$ cat config.mk
export PLATFORM = sky130hd
export DESIGN_NAME = prefix_addsub_pipe_flat
export DESIGN_NICKNAME = d
export VERILOG_FILES = /design/src/rtl/prefix_addsub_pipe_if.sv /design/src/rtl/prefix_addsub_pipe.sv /design/src/flat_wrapper.sv
export SDC_FILE = /design/constraint.sdc
export NUM_CORES = 1
export LEC_CHECK = 0
export CORE_MARGIN = 5
export CORE_UTILIZATION = 45
export CTS_BUF_LIST = sky130_fd_sc_hd__clkbuf_8
export CTS_CLUSTER_DIAMETER = 80
export DETAILED_ROUTE_END_ITERATION = 8
export PLACE_DENSITY = 0.68
export SLEW_MARGIN = 10
export SYNTH_ARGS = -nofsm -noshare
export SYNTH_HDL_FRONTEND = slang
export SYNTH_SLANG_ARGS = --single-unit
$ cat constraint.sdc
create_clock -name clk -period 6.4 [get_ports clk]
set_clock_uncertainty 0.2 [all_clocks]
set_input_delay 1.28 -clock clk [delete_from_list [all_inputs] [get_ports clk]]
set_output_delay 1.28 -clock clk [all_outputs]
set_load 0.01 [all_outputs]
$ cat src/rtl/prefix_addsub_pipe_if.sv
// Operand/result handshake bundle for the pipelined prefix adder/subtractor.
// Latency: none (wiring only).
// Backpressure: in_ready/out_ready close the valid/ready loop on each side.
//
// Ports (per direction):
//   in_valid/in_ready, a, b, cin, op            -- operand beat towards the adder
//   out_valid/out_ready, sum, cout, ovf         -- result beat from the adder
interface prefix_addsub_pipe_if #(
    parameter int WIDTH = 16
);
    logic             in_valid;
    logic             in_ready;
    logic [WIDTH-1:0] a;
    logic [WIDTH-1:0] b;
    logic             cin;
    logic             op;
    logic             out_valid;
    logic             out_ready;
    logic [WIDTH-1:0] sum;
    logic             cout;
    logic             ovf;

    // Producer of operands / consumer of results.
    modport master (
        output in_valid, a, b, cin, op, out_ready,
        input  in_ready, out_valid, sum, cout, ovf
    );

    // The adder itself.
    modport slave (
        input  in_valid, a, b, cin, op, out_ready,
        output in_ready, out_valid, sum, cout, ovf
    );
endinterface

$ cat src/rtl/prefix_addsub_pipe.sv
// Pipelined Sklansky prefix adder/subtractor: op=0 a+b+cin, op=1 a+~b+!cin.
// Latency: NSTG = 1 + log2(WIDTH)/PIPE_LEVELS cycles from accept to out_valid.
// Backpressure: per-stage valid bits, bubbles collapse; in_ready low only when every stage is full and stalled.
//
// Ports:
//   clk, rst_n   rising-edge clock, synchronous active-low reset
//   bus (slave)  operand beat in (in_valid/in_ready, a, b, cin, op),
//                result beat out (out_valid/out_ready, sum, cout, ovf)
module prefix_addsub_pipe #(
    parameter int WIDTH       = 16,
    parameter int PIPE_LEVELS = 2
) (
    input  logic                clk,
    input  logic                rst_n,
    prefix_addsub_pipe_if.slave bus
);

    localparam int LOG  = $clog2(WIDTH);
    localparam int NSTG = 1 + LOG / PIPE_LEVELS;

    // One Sklansky level: every bit whose index has bit 'lvl' set combines
    // with the top bit of the preceding 2^lvl block. Partners never have bit
    // 'lvl' set, so they are unchanged within this level.
    function automatic logic [2*WIDTH-1:0] sk_level(
        input logic [WIDTH-1:0] g,
        input logic [WIDTH-1:0] p,
        input int               lvl
    );
        logic [WIDTH-1:0] go;
        logic [WIDTH-1:0] po;
        int               j;
        go = g;
        po = p;
        for (int i = 0; i < WIDTH; i++) begin
            if (((i >> lvl) & 1) == 1) begin
                j     = ((i >> lvl) << lvl) - 1;
                go[i] = g[i] | (p[i] & g[j]);
                po[i] = p[i] & p[j];
            end
        end
        return {go, po};
    endfunction

    // ---------------------------------------------------------------
    // Handshake / stage control
    // ---------------------------------------------------------------
    logic [NSTG:1] v_q;
    logic [NSTG:1] adv;
    logic [NSTG:1] ld;
    logic [NSTG:1] v_in;

    // advance[k] resolved from the output backwards through a local
    // variable, so the chain reads only the valid bits and out_ready.
    always_comb begin
        logic nxt;
        adv       = '0;
        nxt       = bus.out_ready;
        adv[NSTG] = bus.out_ready;
        for (int k = NSTG - 1; k >= 1; k--) begin
            nxt    = v_q[k] && (!v_q[k+1] || nxt);
            adv[k] = nxt;
        end
        ld = ~v_q | adv;
    end

    assign v_in         = {v_q[NSTG-1:1], bus.in_valid};
    assign bus.in_ready = ld[1];

    // ---------------------------------------------------------------
    // Datapath registers (no reset needed: qualified by valid bits)
    // ---------------------------------------------------------------
    logic [WIDTH-1:0] g_q  [1:NSTG-1];  // group generate
    logic [WIDTH-1:0] pg_q [1:NSTG-1];  // group propagate
    logic [WIDTH-1:0] p_q  [1:NSTG-1];  // bitwise a^bx, kept for the final xor
    logic [NSTG-1:1]  ci_q;
    logic [NSTG-1:1]  am_q;             // a[MSB]
    logic [NSTG-1:1]  bm_q;             // bx[MSB]

    logic [WIDTH-1:0] bx;
    logic             ci_in;

    assign bx    = bus.op ? ~bus.b : bus.b;
    assign ci_in = bus.op ? ~bus.cin : bus.cin;

    // Prefix levels for stages 2..NSTG, each fed by the previous register.
    logic [WIDTH-1:0] g_nx  [2:NSTG];
    logic [WIDTH-1:0] pg_nx [2:NSTG];

    always_comb begin
        logic [WIDTH-1:0] gt;
        logic [WIDTH-1:0] pt;
        gt = '0;
        pt = '0;
        for (int s = 2; s <= NSTG; s++) begin
            gt = g_q[s-1];
            pt = pg_q[s-1];
            // Fold the carry-in into bit 0 so G[i] ends up as the carry out
            // of bit i including ci.
            if (s == 2) begin
                gt[0] = gt[0] | (pt[0] & ci_q[1]);
            end
            for (int l = 0; l < PIPE_LEVELS; l++) begin
                {gt, pt} = sk_level(gt, pt, (s - 2) * PIPE_LEVELS + l);
            end
            g_nx[s]  = gt;
            pg_nx[s] = pt;
        end
    end

    logic [WIDTH-1:0] sum_nx;
    logic             cout_nx;
    logic             ovf_nx;

    assign sum_nx  = p_q[NSTG-1] ^ {g_nx[NSTG][WIDTH-2:0], ci_q[NSTG-1]};
    assign cout_nx = g_nx[NSTG][WIDTH-1];
    assign ovf_nx  = (am_q[NSTG-1] == bm_q[NSTG-1]) && (sum_nx[WIDTH-1] != am_q[NSTG-1]);

    always_ff @(posedge clk) begin
        if (ld[1] && bus.in_valid) begin
            g_q[1]  <= bus.a & bx;
            pg_q[1] <= bus.a ^ bx;
            p_q[1]  <= bus.a ^ bx;
            ci_q[1] <= ci_in;
            am_q[1] <= bus.a[WIDTH-1];
            bm_q[1] <= bx[WIDTH-1];
        end
        for (int s = 2; s <= NSTG - 1; s++) begin
            if (ld[s] && v_q[s-1]) begin
                g_q[s]  <= g_nx[s];
                pg_q[s] <= pg_nx[s];
                p_q[s]  <= p_q[s-1];
                ci_q[s] <= ci_q[s-1];
                am_q[s] <= am_q[s-1];
                bm_q[s] <= bm_q[s-1];
            end
        end
    end

    // ---------------------------------------------------------------
    // Valid bits and output registers (reset: they are visible outside)
    // ---------------------------------------------------------------
    logic [WIDTH-1:0] sum_q;
    logic             cout_q;
    logic             ovf_q;

    always_ff @(posedge clk) begin
        if (!rst_n) begin
            v_q    <= '0;
            sum_q  <= '0;
            cout_q <= 1'b0;
            ovf_q  <= 1'b0;
        end else begin
            v_q <= (v_q & ~ld) | (v_in & ld);
            if (ld[NSTG] && v_q[NSTG-1]) begin
                sum_q  <= sum_nx;
                cout_q <= cout_nx;
                ovf_q  <= ovf_nx;
            end
        end
    end

    assign bus.out_valid = v_q[NSTG];
    assign bus.sum       = sum_q;
    assign bus.cout      = cout_q;
    assign bus.ovf       = ovf_q;

endmodule

$ cat src/flat_wrapper.sv
// flat-port wrapper written by rule: the top's interface ports become plain ports
module prefix_addsub_pipe_flat 
#(
    parameter int WIDTH       = 16,
    parameter int PIPE_LEVELS = 2
)
  (clk, rst_n, bus_in_valid, bus_a, bus_b, bus_cin, bus_op, bus_out_ready, bus_in_ready, bus_out_valid, bus_sum, bus_cout, bus_ovf);
  prefix_addsub_pipe_if #(.WIDTH(WIDTH)) bus_i ();
  input  logic clk;
  input  logic rst_n;
  input wire logic [$bits(bus_i.in_valid)-1:0] bus_in_valid;
  input wire logic [$bits(bus_i.a)-1:0] bus_a;
  input wire logic [$bits(bus_i.b)-1:0] bus_b;
  input wire logic [$bits(bus_i.cin)-1:0] bus_cin;
  input wire logic [$bits(bus_i.op)-1:0] bus_op;
  input wire logic [$bits(bus_i.out_ready)-1:0] bus_out_ready;
  output wire logic [$bits(bus_i.in_ready)-1:0] bus_in_ready;
  output wire logic [$bits(bus_i.out_valid)-1:0] bus_out_valid;
  output wire logic [$bits(bus_i.sum)-1:0] bus_sum;
  output wire logic [$bits(bus_i.cout)-1:0] bus_cout;
  output wire logic [$bits(bus_i.ovf)-1:0] bus_ovf;
  assign bus_i.in_valid = bus_in_valid;
  assign bus_i.a = bus_a;
  assign bus_i.b = bus_b;
  assign bus_i.cin = bus_cin;
  assign bus_i.op = bus_op;
  assign bus_i.out_ready = bus_out_ready;
  assign bus_in_ready = bus_i.in_ready;
  assign bus_out_valid = bus_i.out_valid;
  assign bus_sum = bus_i.sum;
  assign bus_cout = bus_i.cout;
  assign bus_ovf = bus_i.ovf;
  prefix_addsub_pipe #(.WIDTH(WIDTH), .PIPE_LEVELS(PIPE_LEVELS)) u_core (.clk(clk), .rst_n(rst_n), .bus(bus_i));
endmodule
After elaboration in Yosys (flattened, before gate mapping)
Memory sizes are Yosys's and may differ from the RTL's. Cells that the tools add are included.

Bitwise gates (word level): 97. Reduce and logical (&&, ||, !) cells: 10. Mux-type cells: 6. Eq/ne operators: 2.

Operators by type and width (number): $and A1 B1 Y1 (53); $or A1 B1 Y1 (33); $xor A16 B16 Y16 (2); $and A16 B16 Y16 (1); $mux W16 (1); $not A16 Y16 (1); $and A3 B3 Y3 (2); $logic_and A1 B1 Y1 (6); $not A3 Y3 (2); $or A3 B3 Y3 (2); $mux W1 (5); $logic_not A1 Y1 (2); $logic_or A1 B1 Y1 (2); $eq A1 B1 Y1 (1); $ne A1 B1 Y1 (1); $not A1 Y1 (1).

Bits in registers: 27. Word-level logic and storage cells: 128. Bits of input ports: 38. Memories: 3. RAM bits: 96. Output and inout port bits: 20.

Memories: u_core.g_q (depth 2, width 16, rd ports 2, clocked after memory_dff 0, write ports 2, RTL line prefix_addsub_pipe.sv:72) `logic [WIDTH-1:0] g_q [1:NSTG-1];`; u_core.p_q (depth 2, width 16, rd ports 2, clocked after memory_dff 0, write ports 2, RTL line prefix_addsub_pipe.sv:74) `logic [WIDTH-1:0] p_q [1:NSTG-1];`; u_core.pg_q (depth 2, width 16, rd ports 2, clocked after memory_dff 0, write ports 2, RTL line prefix_addsub_pipe.sv:73) `logic [WIDTH-1:0] pg_q [1:NSTG-1];`.

Logic depth before layout (Yosys ltp)
Word-level depth: 9. Mapped depth: 6. Depth with buffers taken out: 6.

Worst setup path before layout
No wires, ideal clock.

Path type: input to register. Start: input port bus_out_ready. End: register u_core.am_q[2] (netlist bit), enable pin. Path buffers: 0. Stages on the path: 2. Slack: 1.094 ns. Library setup time: 0.513 ns. Arrival time: 4.593 ns. Data required time: 5.687 ns. Cell sequence: nor2b_1 > a21boi_0.

Longest elaborated chain between the ends: 4.

RTL lines: start: declaration (RTL line flat_wrapper.sv:16) `input wire logic [$bits(bus_i.out_ready)-1:0] bus_out_ready;`; $logic_or A1 B1 Y1 (RTL line prefix_addsub_pipe.sv:60) `nxt = v_q[k] && (!v_q[k+1] || nxt);`; $logic_and A1 B1 Y1 (RTL line prefix_addsub_pipe.sv:60); $or A3 B3 Y3 (RTL line prefix_addsub_pipe.sv:63) `ld = ~v_q | adv;`; $logic_and A1 B1 Y1 (RTL line prefix_addsub_pipe.sv:128) `if (ld[s] && v_q[s-1]) begin`; end signal: indexed assignment (RTL line prefix_addsub_pipe.sv:133) `am_q[s] <= am_q[s-1];`; end: declaration (RTL line prefix_addsub_pipe.sv:76) `logic [NSTG-1:1] am_q;`.

No other way between the ends. A chain may end at the register's enable or synchronous reset.

Worst setup path in the final report
Start: input port bus_out_ready. End: output port bus_in_ready.

Longest elaborated chain between the ends: 5.

RTL lines: $logic_or A1 B1 Y1 (RTL line prefix_addsub_pipe.sv:60); $logic_and A1 B1 Y1 (RTL line prefix_addsub_pipe.sv:60); $logic_or A1 B1 Y1 (RTL line prefix_addsub_pipe.sv:60); $logic_and A1 B1 Y1 (RTL line prefix_addsub_pipe.sv:60); $or A3 B3 Y3 (RTL line prefix_addsub_pipe.sv:63); end: declaration (RTL line flat_wrapper.sv:17) `output wire logic [$bits(bus_i.in_ready)-1:0] bus_in_ready;`.

No other way between the ends.

==> out/results.ini <==
[clock_tree]
cts_tree=yes
numCtsBuffers=9
insertion_delay_ps=360
path_clk_slew_ps=90
cts.path.max_buffers=2
ctsResizeCount=0
root_buffer=clkbuf_8
post_cts_buffers=0
clock-sinks=100
hold_buffers=0
htreeDepth=3

[worst_setup_path]
critPathMaxStageDelay_ps=510
crit_chain=clkdlybuf4s50_1 -> nor2b_1 -> nand3_1 -> clkdlybuf4s50_1
path_class=in -> out
cp_max_fo=5
cp_common_cell=clkdlybuf4s50_1
cp.required_ps=4920
arrival_ps=2830
critPathCaptureType=output pin
crit_path_start=bus_out_ready
cp_slowest_cell=clkdlybuf4s50_1
start_kind=input port

[run_status]
outcome=finished, final reports clean

[power]
max-vdd-ir-drop_v=0.000112
powerDensity_mw_per_mm2=293
leakage_nw=1.83

[logic_synthesis]
synth_top_area_cell=edfxtp_1
yosys_warnings=0
syn_area_mm2=0.00397
synth_edf_count=79
synth_area_per_cell_um2=15.2
synth_most_common_cell=edfxtp_1
yosysUniqueCellTypes=33
synth_common_cells=79 x edfxtp_1, 21 x dfxtp_1, 21 x nand2_1
synthArstFlopShare_pct=0
yosysSeqAreaShare_pct=70.3
ys_ff_latch=100
synth_ff_type=edfxtp_1
synthCells=262
ys_top_cells_by_area=edfxtp_1 60%, dfxtp_1 11%, ha_1 5.7%
syn-num-nets=318
synth_top_area_share_pct=59.7

[sta]
setup_viol=0
finalCriticalPeriod_ps=4310
finalHoldViolCount=0
period_share_pct=67.4
hold_ws_ps=230
tns_ps=0
rsz0062_at_grt=no
max_slew_margin_pct=23.5
max_freq_mhz=232
worst_pin_slew_ps=1150
finalMaxSlewViolations=0

[global_route]
grt_pass1_wl_mm=10.4
grt_max_degree=45
grt_pass1_vias=2187
antenna_found_initial=0
globalRouteTotalUtil_pct=12.1
grt-ovfl-total=0

[placement]
place.port_buffers=57
dp_hpwl_mm=4.31
gp_congestion=0.713

[cells_and_area]
nets=378
area_delta_synth_final_pct=24.9
drive_gt1_share_pct=6.73
n_antenna_cell=0

[floorplanning]
die_area_mm2=0.0108
die-width_um=104
die_h_um=104
num_rows=34
coreArea_mm2=0.00868
boundaryPins=58
start_util_pct=45.8

[drt]
num_vias=2171
drtPass1Iterations=4
ant_nets=0
drt_iter0_drc=65
routed_via_density=4.99
routed_wl_mm=6.27
drcViolationCount=0
routedWlPerCell_um=14.4

[hold_path]
hold_path.class=reg -> reg
hold_start=u_core.bm_q[1]

[flow_run]
drv_cap=0

==> metal layers <==
metal	up-vias	global-route usage, %	share of wire (%)
li1	1092	-	-
met4	0	5.27	1.9
met3	7	3.35	4.5
met5	-	0	0
met1	1023	15.5	45
met2	49	19.2	49
==> final cells by class <==
cell class | instances | area, um^2
Inverter | 1 | 3.75
Multi-Input combinational cell | 152 | 1160
Clock inverter | 7 | 163
Clock buffer | 9 | 124
Tap cell | 108 | 135
Sequential cell | 100 | 2790
Fill cell | 712 | 3720
Timing Repair Buffer | 58 | 578
==> through the flow <==
stage               utilization (%)  total power (W)  cells  worst slack [ps]  area (um^2)
CTS                            57.1          0.00147    435              2090         4960
global route                   57.1          0.00151    435              1980         4960
finish                         57.1          0.00145    435              2090         4960
global placement               53.8         0.000917    419              2140         4670
floorplan                         -         0.000864    262              1090         3970
detailed placement             53.8         0.000923    419              2090         4670
==> report_power, final <==
group | total (W) | switching [W] | internal, W
Sequential | 0.000790 | 0.0000254 | 0.000764
Clock | 0.000546 | 0.000208 | 0.000338
Combinational | 0.000116 | 0.0000530 | 0.0000633
==> logic make-up (layout without fill, tap and decap cells) <==
| kind of cell | Yosys count | in the layout | synth area share (%) |
|---|---|---|---|
| flip-flops | 100 | 100 | 70.3 |
| AND/OR/NAND/NOR | 54 | 54 | 6.84 |
| AO/OA/AOI/OAI | 52 | 52 | 9.92 |
| XOR/XNOR | 28 | 28 | 6.18 |
| adder cells (fa/ha/maj) | 18 | 18 | 5.67 |
| buffers and inverters | 10 | 75 | 1.07 |
==> critical path: cells and delay by family <==
kind,cells,cell delay (ps)
buffers and inverters,2,920
AND/OR/NAND/NOR,2,630
==> flip-flops by register name (all words and copies together), names as in the netlist, named ones only <==
signal	cells
u_core.am_q	2
u_core.bm_q	2
u_core.bus.cout	1
u_core.bus.ovf	1
u_core.bus.sum	16
u_core.ci_q	2
u_core.g_q	32
u_core.p_q	32
u_core.pg_q	9
==> final timing paths <==
check | end | slack, ps | depth (start not counted)
worst max-delay path | bus_in_ready | 2090 | 4
worst max register to register | u_core.g_q[1][9] | 4300 | 2
worst min register to register | u_core.bm_q[2] | 230 | 0
worst min-delay path | u_core.bm_q[2] | 230 | 0
==> cells in the final DEF, fill, tap and decap left out, drive strengths merged, types with 2 or more instances in the layout <==
| master | instances |
|---|---|
| xnor2 | 9 |
| nand3 | 7 |
| a21oi | 8 |
| ha | 18 |
| clkdlybuf4s50 | 57 |
| nor2 | 3 |
| o211a | 4 |
| a21boi | 9 |
| nor2b | 4 |
| a31oi | 2 |
| and3 | 5 |
| inv | 3 |
| clkbuf | 9 |
| o21ai | 7 |
| nand2 | 21 |
| a21o | 15 |
| xor2 | 19 |
| dfxtp | 21 |
| and2 | 7 |
| a221oi | 2 |
| edfxtp | 79 |
| nand4 | 3 |
| bufinv | 5 |
(Power assumes the default switching activity.)
